===== config.mk =====
export PLATFORM = sky130hd
export DESIGN_NAME = uart_tx_arb
export DESIGN_NICKNAME = d
export VERILOG_FILES = /design/src/rtl/uart_tx_arb.sv
export SDC_FILE = /design/constraint.sdc
export NUM_CORES = 1
export LEC_CHECK = 0
export ABC_AREA = 1
export CORE_MARGIN = 3
export CORE_UTILIZATION = 55
export CTS_CLUSTER_DIAMETER = 40
export DETAILED_ROUTE_END_ITERATION = 7
export DONT_BUFFER_PORTS = 1
export PLACE_DENSITY_LB_ADDON = 0.08
export SYNTH_ARGS = -nofsm -noshare
export SYNTH_HDL_FRONTEND = slang
export SYNTH_SLANG_ARGS = --single-unit

===== constraint.sdc =====
create_clock -name clk_i -period 1.8 [get_ports clk_i]
set_input_delay 0.27 -clock clk_i [delete_from_list [all_inputs] [get_ports clk_i]]
set_output_delay 0.27 -clock clk_i [all_outputs]
set_load 0.05 [all_outputs]

===== src/rtl/uart_tx_arb.sv =====
// Round-robin arbiter that lets NUM_REQ byte sources share one uart_tx.
// It runs IDLE -> SEND -> GAP, has a watchdog in SEND, and registers every output.
module uart_tx_arb #(
  parameter int NUM_REQ   = 4,
  parameter int TIMEOUT_W = 20
) (
  input  logic                       clk_i,
  input  logic                       rst_i,
  input  logic [NUM_REQ-1:0]         req_i,
  input  logic [NUM_REQ*8-1:0]       data_i,
  input  logic [TIMEOUT_W-1:0]       timeout_lim_i,
  input  logic                       tx_done_i,
  output logic                       tx_en_o,
  output logic [7:0]                 tx_data_o,
  output logic [NUM_REQ-1:0]         ack_o,
  output logic [NUM_REQ-1:0]         done_o,
  output logic                       timeout_o,
  output logic                       busy_o,
  output logic [$clog2(NUM_REQ)-1:0] owner_o
);

  localparam int OW = $clog2(NUM_REQ);

  localparam logic [1:0] ST_IDLE = 2'd0;
  localparam logic [1:0] ST_SEND = 2'd1;
  localparam logic [1:0] ST_GAP  = 2'd2;

  // The MSB is the valid flag. The index is the first set request after 'last', wrapping.
  function automatic logic [OW:0] rr_pick(input logic [NUM_REQ-1:0] req,
                                          input logic [OW-1:0]      last);
    logic [OW:0] res;
    int          idx;
    res = '0;
    for (int i = NUM_REQ - 1; i >= 0; i--) begin
      idx = (int'(last) + 1 + i) % NUM_REQ;
      if (req[idx]) begin
        res = {1'b1, OW'(idx)};
      end else begin
        res = res;
      end
    end
    return res;
  endfunction

  function automatic logic [NUM_REQ-1:0] onehot(input logic [OW-1:0] k);
    logic [NUM_REQ-1:0] v;
    v    = '0;
    v[k] = 1'b1;
    return v;
  endfunction

  function automatic logic [7:0] slot(input logic [NUM_REQ*8-1:0] d,
                                      input logic [OW-1:0]        k);
    return d[8*int'(k) +: 8];
  endfunction

  logic [1:0]           state_r, state_s;
  logic [OW-1:0]        last_r, last_s;
  logic [OW-1:0]        owner_r, owner_s;
  logic [7:0]           data_r, data_s;
  logic [TIMEOUT_W-1:0] cnt_r, cnt_s, cnt_inc_s;
  logic [NUM_REQ-1:0]   ack_r, ack_s, done_r, done_s;
  logic                 tmo_r, tmo_s;
  logic                 tx_en_r, busy_r;
  logic [OW:0]          pick_s;
  logic                 expire_s;

  // Arbitration result and watchdog status for the current cycle.
  always_comb begin
    pick_s    = rr_pick(req_i, last_r);
    cnt_inc_s = (&cnt_r) ? cnt_r : (cnt_r + {{(TIMEOUT_W-1){1'b0}}, 1'b1});
    // Expire on an exact match, or at saturation if the limit dropped below the count.
    expire_s  = (timeout_lim_i != {TIMEOUT_W{1'b0}}) &&
                ((cnt_r == timeout_lim_i) || (&cnt_r));
  end

  // Next-state logic. The pulse outputs default to zero on every cycle.
  always_comb begin
    state_s = state_r;
    last_s  = last_r;
    owner_s = owner_r;
    data_s  = data_r;
    cnt_s   = cnt_r;
    ack_s   = '0;
    done_s  = '0;
    tmo_s   = 1'b0;
    case (state_r)
      ST_IDLE: begin
        if (pick_s[OW]) begin
          state_s = ST_SEND;
          last_s  = pick_s[OW-1:0];
          owner_s = pick_s[OW-1:0];
          data_s  = slot(data_i, pick_s[OW-1:0]);
          cnt_s   = '0;
          ack_s   = onehot(pick_s[OW-1:0]);
        end else begin
          state_s = ST_IDLE;
        end
      end
      ST_SEND: begin
        if (tx_done_i) begin
          done_s  = onehot(owner_r);
          state_s = ST_GAP;
        end else if (expire_s) begin
          tmo_s   = 1'b1;
          state_s = ST_GAP;
        end else begin
          cnt_s   = cnt_inc_s;
        end
      end
      ST_GAP: begin
        state_s = ST_IDLE;
      end
      default: begin
        state_s = ST_IDLE;
      end
    endcase
  end

  // State and output registers. Reset forces IDLE immediately and gives requester 0 first priority.
  always_ff @(posedge clk_i or posedge rst_i) begin
    if (rst_i) begin
      state_r <= ST_IDLE;
      last_r  <= OW'(NUM_REQ - 1);
      owner_r <= '0;
      data_r  <= 8'h00;
      cnt_r   <= '0;
      ack_r   <= '0;
      done_r  <= '0;
      tmo_r   <= 1'b0;
      tx_en_r <= 1'b0;
      busy_r  <= 1'b0;
    end else begin
      state_r <= state_s;
      last_r  <= last_s;
      owner_r <= owner_s;
      data_r  <= data_s;
      cnt_r   <= cnt_s;
      ack_r   <= ack_s;
      done_r  <= done_s;
      tmo_r   <= tmo_s;
      tx_en_r <= (state_s == ST_SEND);
      busy_r  <= (state_s != ST_IDLE);
    end
  end

  assign tx_en_o   = tx_en_r;
  assign tx_data_o = data_r;
  assign ack_o     = ack_r;
  assign done_o    = done_r;
  assign timeout_o = tmo_r;
  assign busy_o    = busy_r;
  assign owner_o   = owner_r;

endmodule


== After elaboration in Yosys (flattened, before gate mapping) ==
Cells that the tools add are included.
Operators by class
  $add $sub $neg: 5
  multiply operators: 0
  div/mod/pow operators: 0
  $lt $le $gt $ge: 8
  equal/unequal tests: 7
  shifts and indexed selects: 1
  muxes and demuxes: 36
  bitwise gates (word level): 4
  reduce and logical (&&, ||, !) cells: 15
Operators with widths (number)
  2-to-1 mux 20 bit: 4
  adder 32 x 3 -> 32 bit (second input constant): 2
  case mux 20 bit (2 select lines): 1
  adder 32 x 2 -> 32 bit (second input constant): 1
  variable part select 32 x 6 -> 8 bit: 1
  adder 20 x 1 -> 20 bit (second input constant): 1
  == test 20 bit: 1
  AND reduction 20 bit: 1
  nonzero test 20 bit: 1
  less-than comparator 3 x 4 -> 1 bit (second input constant): 4
  2-to-1 mux 4 bit: 4
  2-to-1 mux 1 bit: 14
  2-to-1 mux 3 bit: 4
  binary-select mux 1 bit (select 2 bit): 4
  inequality test 2 bit (second input constant): 4
  OR reduction 2 bit: 4
  less-than comparator 2 x 3 -> 1 bit (second input constant): 2
  AND reduction 5 bit: 1
  demux 1 bit (select 2 bit): 2
  == test 2 x 1 -> 1 bit (second input constant): 2
  greater-or-equal comparator 2 x 1 -> 1 bit (second input constant): 2
  2-to-1 mux 2 bit: 2
  case mux 2 bit (2 select lines): 1
  nonzero test 2 bit: 2
  7 further kinds: 11
Storage, ports and cells
  bits in registers: 45
  bits in latches: 0
  memory bits (writable): 0
  bits in read-only memories: 0
  bits of input ports: 59
  output and inout port bits: 21
  word-level logic and storage cells: 86
  memories: 0

== Logic depth before layout (Yosys ltp) ==
Gate-level depths: netlist (run 1).
  depth after elaboration: 17
  mapped depth: 16
  depth with buffers taken out: 14

== Worst setup path after synthesis (run 1) ==
No wires, ideal clock.
  kind: register to register
  from: register last_r[0]
  to: register data_r[0] (netlist: tx_data_o[0])
  setup time: 118 ps
  arrival time: 1722 ps
  required time: 1682 ps
  slack: -39 ps
  cell stages (with the launch flop): 16
  buffers on the path: 2
  clock period less this slack: 1839 ps
  cells stage by stage: dfstp_2 buf_4 inv_2 o21ai_2 nand2_2 nand2_1 nand2_2 nand2_2 nand2_2 buf_4 nand3_1 nand2_1 nand2_1 nand2_1 nand2_1 nand2_1
Between the ends
  cells in the longest elaborated chain, start to end: 10
  elaborated cells between the ends (all ways): 22
  classes of those cells: add/sub (4); shift (1); mux (16); reduce/logical (1)
Ends and longest elaborated chain
  from (decl): line 58  | logic [OW-1:0] last_r, last_s;
  from (signal assigned): line 124  | last_r <= OW'(NUM_REQ - 1);
  from (signal assigned): line 135  | last_r <= last_s;
  adder 2 x 1 -> 3 bit (*): line 35  | idx = (int'(last) + 1 + i) % NUM_REQ;
  adder 32 x 3 -> 32 bit: line 35
  binary-select mux 1 bit (select 2 bit): line 36  | if (req[idx]) begin
  2-to-1 mux 1 bit (implied by the code) (2 in series): line 36
  2-to-1 mux 3 bit (3 in series): line 36
  2-to-1 mux 3 bit (*): line 36
  variable part select 32 x 6 -> 8 bit or AND reduction 2 bit (tied branches)
  to (signal assigned): line 137  | data_r <= data_s;
  to (decl): line 60  | logic [7:0] data_r, data_s;
Every way passes the cells marked *; elsewhere a longest branch is shown, timed or not. The select of a mux whose other input is x is not followed.
A chain may end at the register's enable or synchronous reset.

== Worst setup path after layout (run 1) ==
  from: register last_r[0]
  to: register data_r[5] (netlist: tx_data_o[5])
The elaborated chain is that of the path after synthesis.

==> results of run 1 <==
[cells by family (layout without fill, tap and decap cells)]
kind of cell             count (synthesis)  count (layout)  share of synthesized area
AO/OA/AOI/OAI                           12              12                     0.0217
XOR/XNOR                                22              22                     0.0596
adder cells (fa/ha/maj)                  1               1                    0.00387
buffers and inverters                   69             104                     0.0929
flip-flops                              45              45                      0.349
AND/OR/NAND/NOR                        353             356                      0.473
[critical path, delay by kind of cell, from the launching register on]
| kind | cells | cell delay [ns] |
|---|---|---|
| buffers and inverters | 1 | 0.16 |
| AND/OR/NAND/NOR | 11 | 1.00 |
| flip-flops | 1 | 0.59 |
| XOR/XNOR | 1 | 0.19 |
[state kept, by name, indices dropped and copies added, names as in the netlist]
register   count
cnt_r         20
tx_data_o      8
ack_o          4
done_o         4
last_r         2
owner_o        2
state_r        2
busy_o         1
timeout_o      1
tx_en_o        1
[worst min-delay path by stage]
stage,start,to,slack [ns],cells past startpoint
6_report,tx_done_i,timeout_o,0.01,1
2_1_floorplan,tx_done_i,timeout_o,0.34,1
3_3_place_gp,rst_i,done_o[0],0.11,1
5_1_grt,tx_done_i,timeout_o,-0.003,1
3_5_place_dp,rst_i,done_o[0],0.12,1
4_1_cts,tx_done_i,timeout_o,0.03,1
[power by group through the flow]
stage | Sequential, W | Combinational [W] | Clock, W
global placement | 0.00201 | 0.00331 | 0
finish | 0.00200 | 0.00485 | 0.000820
global route | 0.00203 | 0.00531 | 0.000871
floorplan | 0.00195 | 0.00262 | 0
detailed placement | 0.00201 | 0.00339 | 0
CTS | 0.00200 | 0.00412 | 0.000823
[cell type report]
class	instances	share of cell area
sequential	45	0.281
multi-input combinational	391	0.512
timing repair buffer	45	0.106
clock buffer	5	0.0171
tap	72	0.0224
inverter	51	0.0501
clock inverter	3	0.0118
[per-layer routing]
metal | vias to the layer above | global-route usage
li1 | 1648 | -
met4 | 0 | 0.0866
met1 | 1512 | 0.315
met3 | 26 | 0.0456
met5 | - | 0
met2 | 150 | 0.494
[per-stage QoR]
| stage | util | setup TNS [ns] | total power [W] |
|---|---|---|---|
| global placement | 0.628 | -2.09 | 0.00532 |
| global route | 0.718 | -10.24 | 0.00821 |
| floorplan | - | 0 | 0.00457 |
| CTS | 0.688 | -2.35 | 0.00695 |
| detailed placement | 0.628 | -3.33 | 0.00541 |
| finish | 0.718 | -5.41 | 0.00767 |
[cell usage after synthesis]
master / number / share of area
nand2_2: 12 / 0.023
dfstp_2: 2 / 0.016
nor3b_1: 2 / 0.0046
buf_6: 3 / 0.010
nor2_2: 1 / 0.0019
inv_1: 47 / 0.055
nor3_1: 15 / 0.023
xor2_1: 17 / 0.046
nand2_1: 195 / 0.23
a21boi_0: 1 / 0.0023
o21ai_0: 4 / 0.0062
nor3_2: 1 / 0.0031
nor4_1: 4 / 0.0077
inv_2: 4 / 0.0046
nor2_1: 48 / 0.056
a21oi_1: 3 / 0.0046
or2_2: 1 / 0.0019
ha_1: 1 / 0.0039
xnor2_1: 5 / 0.014
buf_2: 3 / 0.0046
nand3_1: 65 / 0.10
o21ai_2: 2 / 0.0054
o21ai_1: 2 / 0.0031
clkbuf_1: 8 / 0.0093
buf_4: 4 / 0.0093
dfrtp_1: 43 / 0.33
nand3_2: 2 / 0.0062
nor3b_4: 1 / 0.0058
nand4_1: 6 / 0.012
[repair_timing]
item,CTS,global route
pin swaps,3,4
setup buffers,4,3
gates resized for setup,31,27
setup endpoints to repair,36,40
hold endpoints to repair,8,0
gates cloned,2,2
hold buffers,1,0
==> results.md, run 1 <==
- Met2 Wirelength: 4650 um
- Synthesis-to-layout area growth: 24.6%
- CTS Buffer Depth: 2
- Crit path launch type: register
- Critical Path Most Common Cell: nand2_1
- Pre-CTS setup slack: -0.173 ns
- Clock Pin Slew Worst Setup and Hold Paths: 0.10 ns
- Layout cell share with drive strength beyond 1: 0.206
- Clock share of power: 0.107
- Psw: 0.00413 W
- Die ar.: 0.00683 mm2
- Mean Syn Cell Area: 6.44 um2
- Most common cell after layout, fill and taps aside: nand2_1
- Highest routed layer: met4
- Failing checks: negative setup slack
- Hold Fails Final Rpt: 0
- Mapped cell area: 0.00323 mm2
- Worst-Margin Slew: 0.528 ns
- PwrDens: 1910 mW/mm2
- Area of the multi-input gates: 0.00206 mm2
- Final min period: 2.08 ns
- Commonest cells after routing, fill and taps aside: nand2_1 (182), nand3_1 (62), nor2_1 (46)
- Comb pwr share: 0.632
- Routed wire length: 9090 um
- Worst Setup SP: last_r[0]
- CP Cell Sequence: buf_4, xor2_4, nand2_2, nand2_2, nand2_4, nand2_8, nand2_4, nand3_1, nand2_1, nand2_1, nand2_1, nand2_1, nand2_1
- Cells after Synth: 502
- First DRT Iteration DRCs: 215
- Initial antenna violation count: 0
- Placed cells: 592
- Fin worst setup slack: -0.283 ns
- Fill cells: 466
- Routed WL per cell: 14.9 um
- Vias: 3336
- Crit path kind: reg -> reg
- Core box area: 0.00561 mm2
- Synth Warn #: 0
- Max-Cap Viols: 0
- Run status: complete, but fails checks
- CP peak stage delay: 0.59 ns
- RSZ-0062 raised after global routing: true
- Row cnt: 27
- Detailed placement HPWL: 6140 um
- Die Width: 82.6 um
- Drt drc: 0
- Worst R2R Path Depth: 13
- Internal: 0.00355 W
- Sw Ratio: 0.538
- Initial Util: 0.576
- Clk sink count: 45
- Drt via density: 5.45
- CP Capture Type: register
- CTS Root Buffer Type: clkbuf_8
- TritonCTS clock tree: done
- Final Wtd Congestion: 0.879
- Layout Cells excl Fill: 612
- Post-route cell area: 0.00402 mm2
- Distinct cells, synth: 29
- Slew headroom: 0.648
- N_diodes: 0
- Part of the power in registers: 0.261
- CTS HTree Levels: 2
- Top-Level Pins: 80
- Total track usage: 0.269
- Die H: 82.6 um
- Worst Hold Class: in -> reg
- Slowest-stage cell, CP: dfstp_2
- R2R Path End: tx_data_o[5]
- Syn nets: 562
- Largest vdd supply drop: 0.00181 V
- Worst-path maximum fanout: 8
- #FFs+latches synth: 45
- Worst endpoint required time: 2.00 ns
- Sequential cell area: 0.00113 mm2
- WHS: 0.0128 ns
- Reg2Reg Setup Slack: -0.28 ns
- First-pass GRT wire length: 14200 um
- Area post-placement: 0.00352 mm2
- Fmax: 480 MHz
- P_leak: 2.04 nW
- Drt first pass iters: 6
- Final setup violation count: 36
- PortBufs: 0
- Final Cycle Share: 1.16
- Worst Clk Skew: 0.0102 ns
- Nets: 599
- Skew-Pair Late Insertion Delay: 0.31 ns
- Number of global-route vias before repair: 3165
- Sequential-to-total area share from yosys stat: 0.349
- TritonCTS Buffers: 5
- WL met1: 3580 um
- Slew Viols, Final: 0
- CP Capture Point: tx_data_o[5]
- Grt total ovfl: 0
- Routed wl met3: 619 um
- RR Startpoint: last_r[0]
- Pin count of the biggest net entering global routing: 36
- ANT nets after route: 0
- Worst EP arrival: 2.29 ns
Power figures use the tool's default switching activity.
==> run 2: changes to the inputs <==
--- a/config.mk
+++ b/config.mk
@@ -9,6 +9,7 @@
 export CORE_MARGIN = 3
 export CORE_UTILIZATION = 55
 export CTS_CLUSTER_DIAMETER = 40
+export CTS_CLUSTER_SIZE = 12
 export DETAILED_ROUTE_END_ITERATION = 7
 export DONT_BUFFER_PORTS = 1
 export PLACE_DENSITY_LB_ADDON = 0.08
==> results of run 2 <==
Same layout as run 1: the final DEF is identical, and so are final timing and power.
